File: src/rtl/bsg_vanilla_pkg.sv
// ----------------------------------------------------------------------------
// bsg_vanilla_pkg
//   Shared types for the vanilla core. This slice holds the integer-divide
//   operation encoding that the decoder emits (idiv_op_e) and the state
//   encoding of the iterative divider controller (idiv_state_e).
//   No ports; imported by vanilla_idiv_seq and its testbench.
// ----------------------------------------------------------------------------
package bsg_vanilla_pkg;

    // Operation selected by the decoder's idiv_op field.
    typedef enum logic [1:0] {
        eDIV  = 2'b00,
        eDIVU = 2'b01,
        eREM  = 2'b10,
        eREMU = 2'b11
    } idiv_op_e;

    // Divider controller states.
    typedef enum logic [1:0] {
        eIDIV_IDLE = 2'b00,
        eIDIV_CALC = 2'b01,
        eIDIV_DONE = 2'b10
    } idiv_state_e;

    // True for the ops that interpret operands as two's complement.
    function automatic logic idiv_is_signed(idiv_op_e op);
        return (op == eDIV) || (op == eREM);
    endfunction

    // True for the ops that return the remainder rather than the quotient.
    function automatic logic idiv_is_rem(idiv_op_e op);
        return (op == eREM) || (op == eREMU);
    endfunction

endpackage

File: src/rtl/vanilla_idiv_step.sv
// ----------------------------------------------------------------------------
// vanilla_idiv_step
//   One iteration of an unsigned restoring divider, purely combinational.
//   {rem, quo} is shifted left by one, the divisor is trial-subtracted from
//   the widened partial remainder, and the new quotient bit is 1 when the
//   subtraction does not go negative (the remainder is then replaced by the
//   difference, otherwise the shifted value is kept).
//
//   Ports:
//     rem_i     in  data_width_p  partial remainder (always < divisor_i)
//     quo_i     in  data_width_p  dividend bits still to shift in / quotient
//     divisor_i in  data_width_p  unsigned divisor (non-zero)
//     rem_o     out data_width_p  next partial remainder
//     quo_o     out data_width_p  next {dividend, quotient} word
// ----------------------------------------------------------------------------
module vanilla_idiv_step #(
    parameter int data_width_p = 32
) (
    input  logic [data_width_p-1:0] rem_i,
    input  logic [data_width_p-1:0] quo_i,
    input  logic [data_width_p-1:0] divisor_i,
    output logic [data_width_p-1:0] rem_o,
    output logic [data_width_p-1:0] quo_o
);

    // The shifted remainder needs one extra bit: with a divisor near 2^W the
    // value 2*rem+1 overflows W bits before the subtraction brings it back.
    logic [data_width_p:0]   rem_shift;
    logic [data_width_p-1:0] diff;
    logic                    fits;

    assign rem_shift = {rem_i, quo_i[data_width_p-1]};
    assign fits      = (rem_shift >= {1'b0, divisor_i});
    // When fits, the true difference is below the divisor, so the low W bits
    // of the wrapped subtraction are exact.
    assign diff      = rem_shift[data_width_p-1:0] - divisor_i;

    assign rem_o = fits ? diff : rem_shift[data_width_p-1:0];
    assign quo_o = {quo_i[data_width_p-2:0], fits};

endmodule

File: src/rtl/vanilla_idiv_seq.sv
// ----------------------------------------------------------------------------
// vanilla_idiv_seq
//   Iterative integer divide unit (DIV, DIVU, REM, REMU) for the vanilla core.
//   One request at a time; one quotient bit per cycle over data_width_p
//   cycles. Divide-by-zero and signed overflow bypass the iteration and are
//   answered one cycle after accept. The result is held until the writeback
//   arbiter takes it with yumi_i.
//
//   Ports:
//     clk_i       in   1                 clock
//     reset_i     in   1                 synchronous, active-high reset
//     v_i         in   1                 request valid
//     ready_and_o out  1                 unit can accept a request
//     op_i        in   idiv_op_e         eDIV / eDIVU / eREM / eREMU
//     rs1_i       in   data_width_p      dividend
//     rs2_i       in   data_width_p      divisor
//     rd_i        in   reg_addr_width_p  destination register
//     v_o         out  1                 result valid
//     result_o    out  data_width_p      quotient or remainder
//     rd_o        out  reg_addr_width_p  destination of result_o
//     yumi_i      in   1                 consumer takes result (only if v_o)
// ----------------------------------------------------------------------------
module vanilla_idiv_seq
    import bsg_vanilla_pkg::*;
#(
    parameter int data_width_p     = 32,
    parameter int reg_addr_width_p = 5
) (
    input  logic                        clk_i,
    input  logic                        reset_i,
    input  logic                        v_i,
    output logic                        ready_and_o,
    input  idiv_op_e                    op_i,
    input  logic [data_width_p-1:0]     rs1_i,
    input  logic [data_width_p-1:0]     rs2_i,
    input  logic [reg_addr_width_p-1:0] rd_i,
    output logic                        v_o,
    output logic [data_width_p-1:0]     result_o,
    output logic [reg_addr_width_p-1:0] rd_o,
    input  logic                        yumi_i
);

    localparam int cnt_width_lp = $clog2(data_width_p + 1);
    localparam logic [cnt_width_lp-1:0] last_cnt_lp = cnt_width_lp'(data_width_p - 1);
    localparam logic [data_width_p-1:0] min_neg_lp  = {1'b1, {(data_width_p-1){1'b0}}};

    // ------------------------------------------------------------------
    // State
    // ------------------------------------------------------------------
    idiv_state_e                 state_q,    state_d;
    logic [cnt_width_lp-1:0]     cnt_q,      cnt_d;
    logic [data_width_p-1:0]     rem_q,      rem_d;
    logic [data_width_p-1:0]     quo_q,      quo_d;
    logic [data_width_p-1:0]     divisor_q,  divisor_d;
    logic                        is_rem_q,   is_rem_d;
    logic                        neg_quo_q,  neg_quo_d;
    logic                        neg_rem_q,  neg_rem_d;
    logic [data_width_p-1:0]     result_q,   result_d;
    logic [reg_addr_width_p-1:0] rd_q,       rd_d;

    // ------------------------------------------------------------------
    // Operand preparation and special-case detection at accept
    // ------------------------------------------------------------------
    logic                    op_signed;
    logic                    op_rem;
    logic                    rs1_neg;
    logic                    rs2_neg;
    logic [data_width_p-1:0] rs1_abs;
    logic [data_width_p-1:0] rs2_abs;
    logic                    div_by_zero;
    logic                    overflow;
    logic [data_width_p-1:0] special_result;

    assign op_signed   = idiv_is_signed(op_i);
    assign op_rem      = idiv_is_rem(op_i);
    assign rs1_neg     = op_signed & rs1_i[data_width_p-1];
    assign rs2_neg     = op_signed & rs2_i[data_width_p-1];
    assign rs1_abs     = rs1_neg ? -rs1_i : rs1_i;
    assign rs2_abs     = rs2_neg ? -rs2_i : rs2_i;
    assign div_by_zero = (rs2_i == '0);
    assign overflow    = op_signed && (rs1_i == min_neg_lp) && (rs2_i == '1);

    // Overflow: quotient is the dividend itself (MIN), remainder is zero.
    always_comb begin
        if (div_by_zero) begin
            special_result = op_rem ? rs1_i : '1;
        end else begin
            special_result = op_rem ? '0 : rs1_i;
        end
    end

    // ------------------------------------------------------------------
    // Datapath step and sign fixup
    // ------------------------------------------------------------------
    logic [data_width_p-1:0] step_rem;
    logic [data_width_p-1:0] step_quo;
    logic [data_width_p-1:0] final_result;

    vanilla_idiv_step #(
        .data_width_p (data_width_p)
    ) step_u (
        .rem_i     (rem_q),
        .quo_i     (quo_q),
        .divisor_i (divisor_q),
        .rem_o     (step_rem),
        .quo_o     (step_quo)
    );

    assign final_result = is_rem_q ? (neg_rem_q ? -step_rem : step_rem)
                                   : (neg_quo_q ? -step_quo : step_quo);

    // ------------------------------------------------------------------
    // Next-state and outputs
    // ------------------------------------------------------------------
    // NOTE: every signal is given a default before the case so no path
    // leaves a value unassigned, which would otherwise infer a latch.
    always_comb begin
        state_d     = state_q;
        cnt_d       = cnt_q;
        rem_d       = rem_q;
        quo_d       = quo_q;
        divisor_d   = divisor_q;
        is_rem_d    = is_rem_q;
        neg_quo_d   = neg_quo_q;
        neg_rem_d   = neg_rem_q;
        result_d    = result_q;
        rd_d        = rd_q;
        ready_and_o = 1'b0;
        v_o         = 1'b0;

        unique case (state_q)
            eIDIV_IDLE: begin
                ready_and_o = 1'b1;
                if (v_i) begin
                    rd_d      = rd_i;
                    is_rem_d  = op_rem;
                    neg_quo_d = rs1_neg ^ rs2_neg;
                    neg_rem_d = rs1_neg;
                    if (div_by_zero || overflow) begin
                        result_d = special_result;
                        state_d  = eIDIV_DONE;
                    end else begin
                        rem_d     = '0;
                        quo_d     = rs1_abs;
                        divisor_d = rs2_abs;
                        cnt_d     = '0;
                        state_d   = eIDIV_CALC;
                    end
                end
            end

            eIDIV_CALC: begin
                rem_d = step_rem;
                quo_d = step_quo;
                cnt_d = cnt_q + 1'b1;
                if (cnt_q == last_cnt_lp) begin
                    result_d = final_result;
                    state_d  = eIDIV_DONE;
                end
            end

            eIDIV_DONE: begin
                v_o = 1'b1;
                if (yumi_i) begin
                    state_d = eIDIV_IDLE;
                end
            end

            default: begin
                state_d = eIDIV_IDLE;
            end
        endcase
    end

    assign result_o = result_q;
    assign rd_o     = rd_q;

    // NOTE: sequential state is updated with non-blocking assignments so all
    // registers sample the same pre-edge values. The datapath registers are
    // reset too, which keeps result_o/rd_o at a defined 0 out of reset.
    always_ff @(posedge clk_i) begin
        if (reset_i) begin
            state_q   <= eIDIV_IDLE;
            cnt_q     <= '0;
            rem_q     <= '0;
            quo_q     <= '0;
            divisor_q <= '0;
            is_rem_q  <= 1'b0;
            neg_quo_q <= 1'b0;
            neg_rem_q <= 1'b0;
            result_q  <= '0;
            rd_q      <= '0;
        end else begin
            state_q   <= state_d;
            cnt_q     <= cnt_d;
            rem_q     <= rem_d;
            quo_q     <= quo_d;
            divisor_q <= divisor_d;
            is_rem_q  <= is_rem_d;
            neg_quo_q <= neg_quo_d;
            neg_rem_q <= neg_rem_d;
            result_q  <= result_d;
            rd_q      <= rd_d;
        end
    end

    // The consumer may only take a result that is being offered.
    yumi_needs_valid_a: assert property (
        @(posedge clk_i) disable iff (reset_i) yumi_i |-> v_o
    );

endmodule

File: config.mk
export PLATFORM = sky130hd
export DESIGN_NAME = vanilla_idiv_seq
export DESIGN_NICKNAME = d
export VERILOG_FILES = /design/src/rtl/bsg_vanilla_pkg.sv /design/src/rtl/vanilla_idiv_step.sv /design/src/rtl/vanilla_idiv_seq.sv
export SDC_FILE = /design/constraint.sdc
export NUM_CORES = 1
export LEC_CHECK = 0
export ABC_AREA = 1
export BUFFER_PORTS_ARGS = -buffer_cell sky130_fd_sc_hd__buf_2
export CAP_MARGIN = 20
export CELL_PAD_IN_SITES_DETAIL_PLACEMENT = 0
export CELL_PAD_IN_SITES_GLOBAL_PLACEMENT = 2
export CORE_ASPECT_RATIO = 0.5
export CORE_MARGIN = 2
export CORE_UTILIZATION = 32
export CTS_CLUSTER_DIAMETER = 40
export DETAILED_ROUTE_END_ITERATION = 10
export HOLD_SLACK_MARGIN = 0.12
export PLACE_DENSITY = 0.79
export RECOVER_POWER = 50
export SYNTH_ARGS = -nofsm -noshare
export SYNTH_HDL_FRONTEND = slang
export SYNTH_SLANG_ARGS = --single-unit
File: constraint.sdc
create_clock -name clk_i -period 4.3 [get_ports clk_i]
set_clock_uncertainty 0.1 [all_clocks]
set_input_delay 0.645 -clock clk_i [delete_from_list [all_inputs] [get_ports clk_i]]
set_output_delay 0.645 -clock clk_i [all_outputs]
set_load 0.01 [all_outputs]
==> impl_metrics.env, run 1 <==
export IMPL_status="complete, no violations"
export IMPL_antenna_found_initial=1
export IMPL_ys_seq_elements=144
export IMPL_numCtsBuffers=17
export IMPL_final_nets=2411
export IMPL_grtUsageMet1=0.384
export IMPL_post_dp_hpwl_mm=40.5
export IMPL_rsz0062_at_grt="no"
export IMPL_use_met3=0.0304
export IMPL_busiest_layer="met1"
export IMPL_grt_first_pass_wirelength_mm=80.0
export IMPL_drive_above_1_share=0.0983
export IMPL_power_frac_seq=0.209
export IMPL_area_growth_pct=12.5
export IMPL_gp_congestion=0.898
export IMPL_track_usage=0.245
export IMPL_vias=14400
export IMPL_fp_dieW_um=288
export IMPL_ios=114
export IMPL_tightest_slew_ns=0.869
export IMPL_htree_levels=4
export IMPL_finalSetupViolations=0
export IMPL_critPathLaunchType="flop"
export IMPL_slew_headroom=0.420
export IMPL_maxCapViolations=0
export IMPL_core_area_mm2=0.0393
export IMPL_critical_path_slowest_cell="ha_1"
export IMPL_ff2ff_path_depth=25
export IMPL_fp_dieH_um=146
export IMPL_clock_latency_ns=0.46
export IMPL_drt_vias_per_instance=5.08
export IMPL_synth_distinct_cells=54
export IMPL_tns_ns=0
export IMPL_max_stage_delay_ns=0.40
export IMPL_switching_power_mw=3.93
export IMPL_first_global_vias=13200
export IMPL_cts_root_buf="clkbuf_16"
export IMPL_cp_end_kind="flop"
export IMPL_timing_rr_end="result_o[26]"
export IMPL_fin_area_mm2=0.0145
export IMPL_cpMostUsedCell="nand2_1"
export IMPL_routed_wl_mm=51.7
export IMPL_postSynthAreaPerCell_um2=5.78
export IMPL_fin_crit_ns=3.96
export IMPL_p_int_mw=3.60
export IMPL_post_cts_buffers=0
export IMPL_peakVddDrop_v=0.000395
export IMPL_whs_endpoint="rd_o[0]"
export IMPL_p_comb_frac=0.575
export IMPL_critPathLaunch="rem_q[6]"
export IMPL_syn_cell_area_mm2=0.0129
export IMPL_wl_per_cell_um=18.2
export IMPL_finalCoreUtilization=0.369
export IMPL_swShare=0.522
export IMPL_crit_arrival_ns=4.25
export IMPL_drt_iter0_drc=1228
export IMPL_final_period_utilization=0.920
export IMPL_grt_ovfl_total=0
export IMPL_cts_buffer_depth=2
export IMPL_synthCells=2226
export IMPL_p_clk_frac=0.216
export IMPL_final_antenna_net_count=0
export IMPL_finalMaxSlewViolations=0
export IMPL_clk_pin_slew_ns=0.08
export IMPL_io_buffers=113
export IMPL_rrSetupSlack_ns=0.34
export IMPL_crit_required_ns=4.59
export IMPL_dr_pass1_iters=6
export IMPL_hold_depth=3
export IMPL_timing_worst_setup_path_type="reg2reg"
export IMPL_synth_area_leaders="dfxtp_1 (22%), nand2_1 (20%), a21oi_1 (7.5%)"
export IMPL_synth_top_area_cell="dfxtp_1"
export IMPL_initial_utilization=0.328
export IMPL_rows=51
export IMPL_clock_sinks=144
export IMPL_post_dp_cell_area_mm2=0.0139
export IMPL_synth_warning_count=0
export IMPL_grt_util_met2=0.354
export IMPL_power_density_mw_per_mm2=519
export IMPL_hold_class="in2reg"
export IMPL_path_max_fanout=44
export IMPL_grt_max_degree=69
export IMPL_r2r_start="rem_q[6]"
export IMPL_yosysSeqAreaShare=0.224
export IMPL_cts_tree="built"
export IMPL_worstHoldStart="rd_i[0]"
export IMPL_p_leak_nw=6.61
export IMPL_synth_nets=2340
export IMPL_drc=0
export IMPL_dieArea_mm2=0.0420
export IMPL_synth_top_cell_area_share=0.224
export IMPL_place_inst=2807
export IMPL_max_freq_mhz=253
export IMPL_timing_final_hold_violations=0
export IMPL_fin_cells=2841
==> cell usage after synthesis, drive strengths merged <==
cell and count:
nor3b 2, a22oi 2, a211oi 2, o32ai 4
clkbuf 62, maj3 2, nor4 9, o21ai 149
nor3 42, o41ai 2, and2 3, o21bai 7
nand3b 10, dfxtp 144, or2 7, fa 1
a31oi 37, o22ai 2, o31ai 6, ha 38
and3 1, o211ai 8, nand2 716, nor2 230
o21a 2, buf 27, a21o 1, xnor2 15
nand4 37, a31o 1, o221ai 1, clkinv 3
a21oi 202, xor2 51, a32oi 1, inv 260
nand3 139
==> cell type report <==
type                            instances  area, µm²
Inverter                              263        987
Multi-Input combinational cell       1730       8600
Timing Repair Buffer                  141        741
Fill cell                            4525      24800
Sequential cell                       144       2880
Clock buffer                           17        425
Tap cell                              530        663
Clock inverter                         15        188
Antenna cell                            1       2.50
==> power by group through the flow <==
| stage | Sequential (mW) | Combinational [mW] | Clock [mW] |
|---|---|---|---|
| finish | 1.57 | 4.33 | 1.63 |
| global route | 1.59 | 4.85 | 1.70 |
| CTS | 1.57 | 4.31 | 1.66 |
| detailed placement | 1.60 | 4.28 | 0 |
| global placement | 1.60 | 4.32 | 0 |
| floorplan | 1.56 | 3.11 | 0 |
==> how the worst max path moves through the flow <==
stage / endpoint / cells past startpoint
floorplan: result_o[30] / 27
global placement: result_o[0] / 17
detailed placement: result_o[0] / 17
CTS: result_o[26] / 26
global route: result_o[30] / 28
finish: result_o[26] / 25
==> worst max-delay path, delay by kind of cell (launching register included) <==
kind            cells  cell delay, ns
fa+ha+maj           2            0.67
buf+inv             1            0.36
simple gates       20            2.12
compound gates      2            0.24
flops               1            0.37
==> cells by family (layout without fill, tap and decap cells) <==
group                      count (synthesis)  in the layout  share of synthesized area
other                                      0              1                          0
buffers and inverters                    352            436                      0.109
AOI/OAI and AO/OA                        427            427                      0.182
adders and majority gates                 41             41                     0.0400
DFF                                      144            144                      0.224
xor gates and xnor gates                  66             66                     0.0449
and+or+nand+nor                         1196           1196                      0.400
==> metal layers <==
| metal | vias up | wire [µm] |
|---|---|---|
| met2 | 332 | 21400 |
| met4 | 0 | 531 |
| met1 | 6694 | 27300 |
| met5 | - | 0 |
| met3 | 32 | 2550 |
| li1 | 7385 | - |
==> state kept, by name, indices dropped and copies added, names as in the netlist <==
name       count
divisor_q     32
quo_q         32
rem_q         32
result_o      32
cnt_q          6
rd_o           5
state_q        2
is_rem_q       1
neg_quo_q      1
neg_rem_q      1
==> per-stage QoR <==
step	hold slack, ns	power, mW	setup slack (ns)
6_report	0.319	7.53	0.343
2_1_floorplan	0.330	4.68	0.822
3_5_place_dp	0.358	5.88	-0.0208
3_3_place_gp	0.352	5.92	-0.0134
4_1_cts	0.297	7.53	0.221
5_1_grt	0.321	8.14	0.00531
==> what timing repair did <==
action / 4_1_cts / 5_1_grt
gates resized for setup: 0 / 2
hold buffers: 0 / 0
endpoints found under the setup margin: 0 / 12
endpoints found under the hold margin: 0 / 0
==> layout by cell type, fill, tap and decap left out, drive strengths merged, types with 6 or more instances in the layout <==
cell type  netlist  layout
o211ai           8       8
ha              38      38
o21bai           7       7
buf             27      99
nor3            42      42
o31ai            6       6
nand2          716     716
a31oi           37      37
nor4             9       9
clkbuf          62      59
nand4           37      37
xnor2           15      15
nand3b          10      10
nand3          139     139
nor2           230     230
dfxtp          144     144
xor2            51      51
o21ai          149     149
or2              7       7
a21oi          202     202
inv            260     270
(Power assumes the default switching activity.)
==> run 2, diff against run 1 <==
Settings changed: CORE_ASPECT_RATIO 0.5 to default.
==> run 2 against run 1 <==
Effect of this change:
- die area decreased by 0.23%
- cell area increased by 0.25%
- sequential power barely moved
- utilization fell by 0.30 points
- fmax grew 2.4%
- power increased by 0.12%
- worst hold slack is essentially flat
- critical path depth increased by 1
- first-iteration DRC count increased by 6.5%
- critical endpoint unchanged
==> impl_metrics.env, run 2 (synthesis gave the netlist of run 1 again) <==
export IMPL_finalMaxSlewViolations=0
export IMPL_worstHoldStart="rd_i[4]"
export IMPL_hold_depth=3
export IMPL_dieArea_mm2=0.0419
export IMPL_final_common_cell="nand2_1"
export IMPL_grt_ovfl_total=0
export IMPL_timing_rr_end="result_o[26]"
export IMPL_io_buffers=113
export IMPL_timing_worst_setup_path_type="reg2reg"
export IMPL_numCtsBuffers=17
export IMPL_cp_end_kind="flop"
export IMPL_timing_final_hold_violations=0
export IMPL_topRoutingLayerUsed="met4"
export IMPL_critPathLaunchType="flop"
export IMPL_fillers=4488
export IMPL_crit_required_ns=4.57
export IMPL_grt_first_pass_wirelength_mm=80.6
export IMPL_cts_root_buf="clkbuf_16"
export IMPL_crit_arrival_ns=4.14
export IMPL_setup_ws_ns=0.436
export IMPL_drt_iter0_drc=1308
export IMPL_fp_dieH_um=205
export IMPL_p_leak_nw=6.63
export IMPL_clock_sinks=144
export IMPL_dp_slack_ns=0.221
export IMPL_max_freq_mhz=259
export IMPL_cts_buffer_depth=2
export IMPL_rrSetupSlack_ns=0.44
export IMPL_post_dp_hpwl_mm=42.0
export IMPL_finalSetupViolations=0
export IMPL_tightest_slew_ns=1.38
export IMPL_post_cts_resized=0
export IMPL_gp_congestion=0.911
export IMPL_routed_wl_mm=52.9
export IMPL_antenna_found_initial=1
export IMPL_whs_ns=0.319
export IMPL_core_area_mm2=0.0397
export IMPL_track_usage=0.254
export IMPL_clock_latency_ns=0.46
export IMPL_final_period_utilization=0.899
export IMPL_dr_pass1_iters=5
export IMPL_drc=0
export IMPL_layout_common_cells="nand2_1 (684), inv_1 (252), nor2_1 (206)"
export IMPL_ff2ff_path_depth=26
export IMPL_maxCapViolations=0
export IMPL_wl_met2_mm=22.0
export IMPL_first_global_vias=13500
export IMPL_peakVddDrop_v=0.000375
export IMPL_rows=73
export IMPL_rsz0062_at_grt="no"
export IMPL_post_cts_buffers=0
export IMPL_power_density_mw_per_mm2=519
export IMPL_grt_max_degree=90
export IMPL_status="complete, no violations"
export IMPL_htree_levels=4
export IMPL_final_antenna_net_count=0
export IMPL_initial_utilization=0.324
export IMPL_r2r_start="divisor_q[9]"
export IMPL_fp_dieW_um=205
export IMPL_path_max_fanout=44
export IMPL_tns_ns=0
export IMPL_clk_pin_slew_ns=0.06
export IMPL_final_nets=2415
export IMPL_fin_crit_ns=3.86
export IMPL_slew_headroom=0.0777
export IMPL_area_growth_pct=12.8
export IMPL_wl_per_cell_um=18.6
export IMPL_post_dp_cell_area_mm2=0.0140
export IMPL_drive_above_1_share=0.0990
export IMPL_hold_class="in2reg"
export IMPL_cts_tree="built"
export IMPL_wl_met3_mm=3.55
export IMPL_ios=114
export IMPL_hold_buffers=0
export IMPL_antenna_cells=0
export IMPL_whs_endpoint="rd_o[4]"
export IMPL_vias=14500
export IMPL_fin_area_mm2=0.0145
export IMPL_drt_vias_per_instance=5.10
export IMPL_wl_met1_mm=26.3
## run 2: layout make-up
type / instances / area [µm²] / area share
repair buffers: 145 / 764 / 0.0526
inverters: 263 / 987 / 0.0680
flip-flops and latches: 144 / 2880 / 0.198
clock buffers: 21 / 460 / 0.0317
multi-input cells: 1730 / 8620 / 0.593
well taps: 525 / 657 / 0.0452
clock inverters: 11 / 155 / 0.0107
## run 2: metal layers
layer | global-route usage | vias up
met5 | 0 | -
met4 | 0.0725 | 0
met3 | 0.0452 | 47
met2 | 0.373 | 428
met1 | 0.375 | 6630
li1 | - | 7388
## run 2: how the worst max path moves through the flow
stage | from | end | slack (ns) | depth (start not counted)
after CTS | divisor_q[7] | result_o[26] | 0.19 | 26
after global placement | rem_q[6] | result_o[26] | 0.19 | 25
after global routing | rem_q[20] | result_o[26] | 0.004 | 25
final | divisor_q[9] | result_o[26] | 0.44 | 26
after detailed placement | divisor_q[7] | result_o[26] | 0.22 | 26
after floorplan | divisor_q[15] | result_o[30] | 0.82 | 27
## run 2: power breakdown
part	switching [mW]	total, mW	internal [mW]
clock network	0.661	1.61	0.949
logic	3.08	4.35	1.28
registers	0.119	1.57	1.45
## run 2: metrics by stage
stage	cells	total power, mW	utilization
detailed placement	2807	5.91	0.351
floorplan	2226	4.68	-
global route	2839	8.17	0.366
CTS	2839	7.55	0.367
global placement	2807	5.93	0.351
finish	2839	7.53	0.366
## run 2: worst max-delay path: stages, from the launching register on
cell	delay, ns
dfxtp_1	0.30
inv_1	0.09
ha_1	0.39
nand2_1	0.15
nor2_2	0.25
nand2_1	0.12
nor2_2	0.11
nand2_1	0.08
nand2_2	0.08
nor2_4	0.05
nand2_8	0.08
buf_8	0.29
nand2_2	0.09
o21ai_2	0.10
ha_1	0.24
nand2_1	0.08
nor2_2	0.13
nand2_2	0.11
nor2_4	0.14
nand3_2	0.09
nand2_2	0.13
nand2_1	0.07
nand2_1	0.06
nand3_1	0.17
nand2_1	0.12
nand2_1	0.05
a21oi_1	0.11
==> run 3, diff against run 2 <==
Settings changed: ABC_AREA 1 to default, CORE_UTILIZATION 32 to 35, PLACE_DENSITY 0.79 to 0.8.
==> run 3 against run 2 <==
Effect of this change:
- global-route usage shrank 0.35 points
- count of clock-buffer cells in the layout shrank 2
- first-iteration DRC count shrank 17%
- cell area shrank 1.9%
- synthesized cell count shrank 31%
- via count shrank 15%
- clock power shrank 7%
- sequential power shrank 6%
- die area shrank 19%
- sequential share of layout area grew 0.57 points
- largest cell class unchanged
- highest routed layer unchanged
==> impl_metrics.env, run 3 <==
export IMPL_fin_crit_ns=4.20
export IMPL_p_leak_nw=5.54
export IMPL_grt_max_degree=82
export IMPL_power_density_mw_per_mm2=349
export IMPL_synth_common_cells="nor2_1 (222), dfxtp_1 (144), nand2_1 (135)"
export IMPL_final_common_cell="nor2_1"
export IMPL_timing_worst_setup_path_type="reg2reg"
export IMPL_slew_headroom=0.296
export IMPL_rsz0062_at_grt="yes"
export IMPL_setup_ws_ns=0.105
export IMPL_fin_area_mm2=0.0142
export IMPL_synth_main_ff_cell="dfxtp_1"
export IMPL_finalMaxSlewViolations=0
export IMPL_crit_arrival_ns=4.40
export IMPL_core_area_mm2=0.0316
export IMPL_swShare=0.375
export IMPL_first_global_vias=11700
export IMPL_drive_above_1_share=0.213
export IMPL_area_growth_pct=26.1
export IMPL_p_int_mw=3.11
export IMPL_rows=65
export IMPL_synth_area_leaders="dfxtp_1 (26%), nor2_1 (7.4%), xnor2_1 (5.9%)"
export IMPL_antenna_found_initial=0
export IMPL_synth_top_area_cell="dfxtp_1"
export IMPL_p_clk_frac=0.302
export IMPL_synth_distinct_cells=83
export IMPL_post_dp_cell_area_mm2=0.0132
export IMPL_dr_pass1_iters=8
export IMPL_p_comb_frac=0.402
export IMPL_whs_ns=0.335
export IMPL_synth_warning_count=0
export IMPL_io_buffers=113
export IMPL_wl_per_cell_um=19.9
export IMPL_cp_end_kind="flop"
export IMPL_synth_most_common_cell="nor2_1"
export IMPL_final_nets=1839
export IMPL_fp_dieW_um=184
export IMPL_place_inst=2099
export IMPL_clk_pin_slew_ns=0.06
export IMPL_track_usage=0.251
export IMPL_cts_tree="built"
export IMPL_final_antenna_net_count=0
export IMPL_crit_required_ns=4.50
export IMPL_power_frac_seq=0.296
export IMPL_clock_sinks=144
export IMPL_drt_vias_per_instance=5.76
export IMPL_cts_root_buf="clkbuf_16"
export IMPL_antenna_cells=0
export IMPL_synth_nets=1656
export IMPL_drt_iter0_drc=1080
export IMPL_dieArea_mm2=0.0337
export IMPL_timing_final_hold_violations=0
export IMPL_grt_first_pass_wirelength_mm=66.0
export IMPL_postSynthAreaPerCell_um2=7.33
export IMPL_switching_power_mw=1.86
export IMPL_routed_wl_mm=42.5
export IMPL_finalSetupViolations=0
export IMPL_numCtsBuffers=17
export IMPL_peakVddDrop_v=0.000306
export IMPL_clock_latency_ns=0.44
export IMPL_synthArstFlopShare=0
export IMPL_final_period_utilization=0.976
export IMPL_initial_utilization=0.357
export IMPL_cts_buffer_depth=2
export IMPL_syn_cell_area_mm2=0.0113
export IMPL_maxCapViolations=0
export IMPL_post_dp_hpwl_mm=32.2
export IMPL_gp_congestion=0.916
export IMPL_hold_class="in2reg"
export IMPL_htree_levels=4
export IMPL_vias=12300
export IMPL_fp_dieH_um=184
export IMPL_layout_common_cells="nor2_1 (220), buf_4 (139), nand2_1 (134)"
export IMPL_synth_edf_count=0
export IMPL_critPathLaunchType="flop"
export IMPL_max_freq_mhz=238
export IMPL_ys_seq_elements=144
export IMPL_ios=114
export IMPL_tightest_slew_ns=1.06
export IMPL_dp_slack_ns=-0.209
export IMPL_drc=0
export IMPL_finalPower_mw=4.97
export IMPL_tns_ns=0
export IMPL_finalCoreUtilization=0.450
export IMPL_fin_cells=2137
export IMPL_synth_top_cell_area_share=0.255
export IMPL_path_max_fanout=5
export IMPL_synthCells=1542
export IMPL_status="complete, no violations"
export IMPL_grt_ovfl_total=0
export IMPL_yosysSeqAreaShare=0.255
-- run 3: changes by cell type after synthesis, moves of 57 or more --
cell / before / now
nand2_1: 685 / 135
inv_1: 253 / 62
o21ai_0: 138 / 81
a21oi_1: 192 / 116
xnor2_1: 15 / 76
nand3_1: 133 / 30
-- run 3: area by class of cell --
type	count	area, µm²
inverters	63	243
flip-flops and latches	144	2910
well taps	402	503
clock inverters	10	115
repair buffers	262	1740
fillers	3252	17400
multi-input cells	1237	8290
clock buffers	19	453
-- run 3: power by group through the flow --
stage / clock network (mW) / logic [mW] / registers, mW
floorplan: 0 / 1.17 / 1.48
global placement: 0 / 1.82 / 1.49
detailed placement: 0 / 1.82 / 1.50
CTS: 1.54 / 1.84 / 1.47
global route: 1.60 / 2.18 / 1.48
finish: 1.50 / 2.00 / 1.47
-- run 3: cell families after synthesis --
group,count (synthesis),synth area share
and+or+nand+nor,578,0.241
adders and majority gates,42,0.0465
xor gates and xnor gates,130,0.101
buffers and inverters,161,0.0554
AOI/OAI and AO/OA,473,0.289
DFF,144,0.255
muxes,14,0.0125
-- run 3: worst paths after layout --
kind                start            to  slack (ns)  cells after the start
max reg2reg     rem_q[10]  result_o[24]        0.10                     17
min reg2reg  result_o[13]  result_o[13]        0.36                      2
max             rem_q[10]  result_o[24]        0.10                     17
min               rd_i[2]       rd_o[2]        0.33                      3
-- run 3: timing repair --
| action | in CTS | in global routing |
|---|---|---|
| pin swaps | 3 | 39 |
| setup buffers | 1 | 8 |
| endpoints found under the setup margin | 12 | 20 |
| resized for setup | 4 | 84 |
| hold buffers | 0 | 0 |
-- run 3: worst max-delay path: stages (launching register included) --
cell,delay (ns)
dfxtp_1,0.35
ha_1,0.35
and2_4,0.17
a21oi_4,0.18
o22ai_4,0.10
o221a_4,0.24
or3_4,0.43
mux2i_4,0.22
ha_4,0.17
nand2_2,0.05
a21oi_2,0.13
nand4_1,0.21
nor4_4,0.43
o221ai_4,0.17
or3_4,0.37
o21ai_2,0.13
xor2_1,0.15
o2111ai_1,0.11
-- run 3: routing by layer --
metal | GRT usage | share of wire | up-vias
li1 | - | - | 6033
met1 | 0.337 | 0.46 | 5860
met2 | 0.414 | 0.47 | 355
met3 | 0.0289 | 0.043 | 60
met4 | 0.0893 | 0.027 | 0
met5 | 0 | 0 | -
